[config.mk]
export PLATFORM = sky130hd
export DESIGN_NAME = arb_requester
export DESIGN_NICKNAME = d
export VERILOG_FILES = /design/src/rtl/arb_req_pkg.sv /design/src/rtl/arb_req_channel.sv /design/src/rtl/arb_requester.sv
export SDC_FILE = /design/constraint.sdc
export NUM_CORES = 1
export LEC_CHECK = 0
export ABC_CLOCK_PERIOD_IN_PS = 4430
export BUFFER_PORTS_ARGS = -buffer_cell sky130_fd_sc_hd__clkbuf_2
export CORE_MARGIN = 3
export CORE_UTILIZATION = 60
export DETAILED_ROUTE_END_ITERATION = 10
export PLACE_DENSITY = 0.83
export SYNTH_ARGS = -nofsm -noshare
export SYNTH_HDL_FRONTEND = slang
export SYNTH_SLANG_ARGS = --single-unit
[constraint.sdc]
create_clock -name clk -period 4.43 [get_ports clk]
set_input_delay 0.2215 -clock clk [delete_from_list [all_inputs] [get_ports clk]]
set_output_delay 0.2215 -clock clk [all_outputs]
set_load 0.01 [all_outputs]
[src/rtl/arb_req_pkg.sv]
// Shared types and default sizing for the arbiter requester front end.
package arb_req_pkg;

  typedef enum logic [1:0] {
    IDLE = 2'd0,
    WAIT = 2'd1,
    XFER = 2'd2,
    REL  = 2'd3
  } ch_state_t;

  localparam int N_CH      = 4;
  localparam int CNT_W     = 3;
  localparam int BURST_LEN = 4;

endpackage

[src/rtl/arb_req_channel.sv]
// One requester channel: job queue depth counter, REQ/GNT handshake FSM and
// burst beat counter.
module arb_req_channel #(
  parameter int CNT_W     = arb_req_pkg::CNT_W,
  parameter int BURST_LEN = arb_req_pkg::BURST_LEN
) (
  input  logic clk,
  input  logic rst,
  input  logic job_valid,
  output logic job_ready,
  output logic req,
  input  logic gnt,
  output logic beat_valid,
  output logic done,
  output logic busy
);
  import arb_req_pkg::*;

  // A single-beat burst still needs a one-bit counter so the compare is legal.
  localparam int BCW = (BURST_LEN > 1) ? $clog2(BURST_LEN) : 1;
  localparam logic [BCW-1:0]   LAST_BEAT = BCW'(BURST_LEN - 1);
  localparam logic [CNT_W-1:0] PEND_MAX  = '1;

  ch_state_t        state_q, state_d;
  logic [CNT_W-1:0] pend_q, pend_d;
  logic [BCW-1:0]   beat_q, beat_d;
  logic             accept, last_beat;

  always_ff @(posedge clk or posedge rst) begin
    if (rst) begin
      state_q <= IDLE;
      pend_q  <= '0;
      beat_q  <= '0;
    end else begin
      state_q <= state_d;
      pend_q  <= pend_d;
      beat_q  <= beat_d;
    end
  end

  always_comb begin
    state_d = state_q;
    case (state_q)
      IDLE: if ((pend_q != '0) || accept) state_d = WAIT;
      WAIT: begin
        if (beat_valid) begin
          if (BURST_LEN > 1) state_d = XFER;
          else               state_d = REL;
        end
      end
      XFER: if (last_beat) state_d = REL;
      // Pending was already decremented by the done edge that entered REL.
      REL:  begin
        if (pend_q != '0) state_d = WAIT;
        else              state_d = IDLE;
      end
      default: state_d = IDLE;
    endcase
  end

  always_comb begin
    req        = (state_q == WAIT) || (state_q == XFER);
    job_ready  = (pend_q != PEND_MAX);
    accept     = job_valid & job_ready;
    beat_valid = req & gnt;
    last_beat  = beat_valid && (beat_q == LAST_BEAT);
    done       = last_beat;
    busy       = (state_q != IDLE) || (pend_q != '0);
  end

  always_comb begin
    pend_d = pend_q + CNT_W'(accept) - CNT_W'(last_beat);
    beat_d = beat_q;
    if (last_beat)       beat_d = '0;
    else if (beat_valid) beat_d = beat_q + 1'b1;
  end

endmodule

[src/rtl/arb_requester.sv]
// Requester-side front end for the round-robin REQ/GNT arbiter: one
// independent channel per arbiter port.
module arb_requester #(
  parameter int N_CH      = arb_req_pkg::N_CH,
  parameter int CNT_W     = arb_req_pkg::CNT_W,
  parameter int BURST_LEN = arb_req_pkg::BURST_LEN
) (
  input  logic            clk,
  input  logic            rst,
  input  logic [N_CH-1:0] job_valid,
  output logic [N_CH-1:0] job_ready,
  output logic [N_CH-1:0] REQ,
  input  logic [N_CH-1:0] GNT,
  output logic [N_CH-1:0] beat_valid,
  output logic [N_CH-1:0] done,
  output logic            busy
);
  import arb_req_pkg::*;

  logic [N_CH-1:0] ch_busy;

  for (genvar i = 0; i < N_CH; i++) begin : g_ch
    arb_req_channel #(
      .CNT_W    (CNT_W),
      .BURST_LEN(BURST_LEN)
    ) u_ch (
      .clk       (clk),
      .rst       (rst),
      .job_valid (job_valid[i]),
      .job_ready (job_ready[i]),
      .req       (REQ[i]),
      .gnt       (GNT[i]),
      .beat_valid(beat_valid[i]),
      .done      (done[i]),
      .busy      (ch_busy[i])
    );
  end

  assign busy = |ch_busy;

endmodule

==> results.md <==
* Status: finished clean
* Pwr Density at 772 nW/µm²
* Cell Rows at 20
* Worst-path clk slew at 0.14 ns
* Syn avg cell area at 10.9 µm²
* Fin crit share at 56.3%
* ANT cells at 0
* Post-Syn Area at 1970 µm²
* Multi-input logic area at 1020 µm²
* CP Class: reg2reg
* DRT Pass-1 Iters at 4
* First-pass GRT wire length at 5.69 mm
* Gr usage total at 17.7%
* CP top delay family: adder cells
* Post-DP HPWL at 2.55 mm
* Buffers plus inverters on the worst setup path at 3
* RSZ-0062 raised after global routing: false
* Area leader, netlist: dfrtp_1
* DRT iter0 DRCs at 21
* Synth area leaders: dfrtp_1, ha_1, inv_1
* Area delta synth->final at 5.14%
* Routed Antenna Nets at 0
* Die extent in x at 63.3 µm
* Placed insts at 235
* Synthesized Nets at 227
* Crit Reg-Reg Startpoint: g_ch[1].u_ch.state_q[0]
* Initial antenna violation count at 0
* Slowest-stage cell, CP: dfrtp_1
* Die area at 4010 µm²
* Die H at 63.3 µm
* Critical path launch point: g_ch[1].u_ch.state_q[0]
* Final WL at 3.15 mm
* Final min period at 2.49 ns
* Vias at 1256
* Final layout net count at 242
* Starting Density at 63.6%
* Final Skew at 0.00189 ns
* Largest net degree at the start of global routing at 29
* Worst Tran Pin Value at 1.04 ns
* Sequential share of the synthesized area at 35.5%
* DRC Markers at 0
* Lkg Pwr at 1.11 nW
* Synth Register Bits at 28
* IO Count at 27
* VDD IR-drop max at 0.342 mV
* Final Hold Fails at 0
* Via density at 5.26
* Total grt overflow at 0
* Port buffer count at 26
* CTS resizes at 0
* Setup crit start kind: register
* Pins Over Slew Limit at 0
* Cts bufs inserted at 3
* Share of layout cells above drive strength 1 at 18.5%
* Setup crit end kind: register
* Clock Path Buffers at 2
* FMAX at 0.401 GHz
* DR WL/cell at 13.2 µm
* Synth Instances at 181
* Hold_buf cts at 0
* Worst-path maximum fanout at 5
* Slew headroom at 30.4%
* Final Power at 0.00160 W
* Core area at 3100 µm²
* Sequential standard cell area at 701 µm²
* Critical path, cell by cell: inv_1 > ha_1 > nand2_1 > nor2_1 > ha_1 > inv_1 > ha_1 > inv_1 > fa_1 > xnor2_1 > xnor2_1
* Final setup fails at 0
* Vias in the first global route at 1284
* Critical Path RT at 4.69 ns
* CTS tree: done
* Worst-Skew Late Latency at 0.33 ns
* Max_cap viols at 0
* CTS Root Cell: clkbuf_4
* Placed Area at 2040 µm²
* Hold Crit Class: in2async
* Clk sink count at 28
* Netlist cell types at 25
* Setup TNS at 0 ns
* Final GP Congestion at 0.848
* H-tree depth at 1
* Postcts setup bufs at 0
* FILL cells at 260
* CP max stage delay at 0.44 ns
* Crit path arrival time at 2.75 ns
* Synth warn at 0
* Final Non-Filler Cells at 239
* Hold slack at 0.0970 ns
* Design Area, Final at 2070 µm²
* Top-area cell type share of the netlist area at 35.5%
[per-layer routing]
layer / vias to the layer above / wire, µm / GRT usage [%]
met3: 5 / 130 / 4.63
met4: 0 / 40 / 4.04
met2: 23 / 1680 / 32.9
met1: 610 / 1300 / 19.9
li1: 618 / - / -
met5: - / 0 / 0
[state kept, by name, summed over array words and instances (netlist names)]
| name | flops |
|---|---|
| g_ch.u_ch.state_q | 8 |
| g_ch.u_ch.beat_q | 8 |
| g_ch.u_ch.pend_q | 12 |
[layout by cell type (no fill, tap or decap), types with 3 or more instances in the layout]
master,netlist,routed
and2_1,4,4
nor3_1,4,4
dfrtp_1,28,28
a21o_1,4,4
inv_1,34,34
mux2i_1,4,4
ha_1,32,32
xnor2_1,8,8
nor2_1,3,3
o311a_1,3,3
nand3_1,5,5
a211oi_1,4,4
clkbuf_2,0,26
nand2_1,4,4
clkbuf_4,0,3
fa_1,4,4
mux2_1,8,8
[where the power goes]
part	internal [W]	switching [W]	leakage [nW]
Sequential	0.000402	0.000150	0.329
Combinational	0.000453	0.000471	0.760
Clock	0.0000504	0.0000748	0.0210
[Yosys cell counts, drive strengths merged]
cell type	count
nor2	3
nand3	5
a21o	4
nor4b	2
o221ai	2
dfrtp	28
mux2	8
nand2	4
and2	4
fa	4
buf	16
and3	2
inv	35
xnor2	8
or4b	2
mux2i	4
a211oi	4
nor3	4
ha	32
a2bb2oi	2
o2bb2ai	2
a221o	2
o311a	4
[worst register-to-register path: cells and delay by family, from the launching register on]
family,cells,cell delay (ns)
AND/OR/NAND/NOR,2,0.30
buffers and inverters,3,0.25
XOR/XNOR,2,0.32
flip-flops,1,0.44
adder cells (fa/ha/maj),4,1.12
[through the flow]
stage / utilization (%) / setup slack (ns)
2_1_floorplan: - / 2.20
3_3_place_gp: 65.7 / 2.13
3_5_place_dp: 65.7 / 1.97
4_1_cts: 66.9 / 1.94
5_1_grt: 66.9 / 1.73
6_report: 66.9 / 1.94
[final cells by class]
| type | instances | share of cell area [%] |
|---|---|---|
| timing repair buffer | 26 | 6.27 |
| tap | 44 | 2.65 |
| multi-input combinational | 102 | 49.2 |
| inverter | 35 | 6.33 |
| clock buffer | 4 | 1.75 |
| sequential | 28 | 33.8 |
[final timing paths]
check                                         endpoint  slack (ns)  cells past startpoint
worst max-delay path            g_ch[1].u_ch.pend_q[2]        1.94                     11
worst min-delay path            g_ch[0].u_ch.pend_q[0]         0.1                      2
worst max register to register  g_ch[1].u_ch.pend_q[2]        1.94                     11
worst min register to register  g_ch[3].u_ch.beat_q[1]        0.53                      1
max in group asynchronous       g_ch[1].u_ch.pend_q[0]        3.71                      2
min in group clk                g_ch[1].u_ch.pend_q[0]        0.23                      3
[cell families (layout without fill, tap and decap cells)]
kind of cell	count (synthesis)	in the layout	share of synthesized area, %
fa+ha+maj	36	36	24.3
xor+xnor	8	8	3.55
mux	12	12	6.60
buf+inv	51	65	12.7
flops	28	28	35.5
compound gates	20	20	9.45
simple gates	26	26	7.80
No activity file was read; power rests on OpenSTA's default activity.
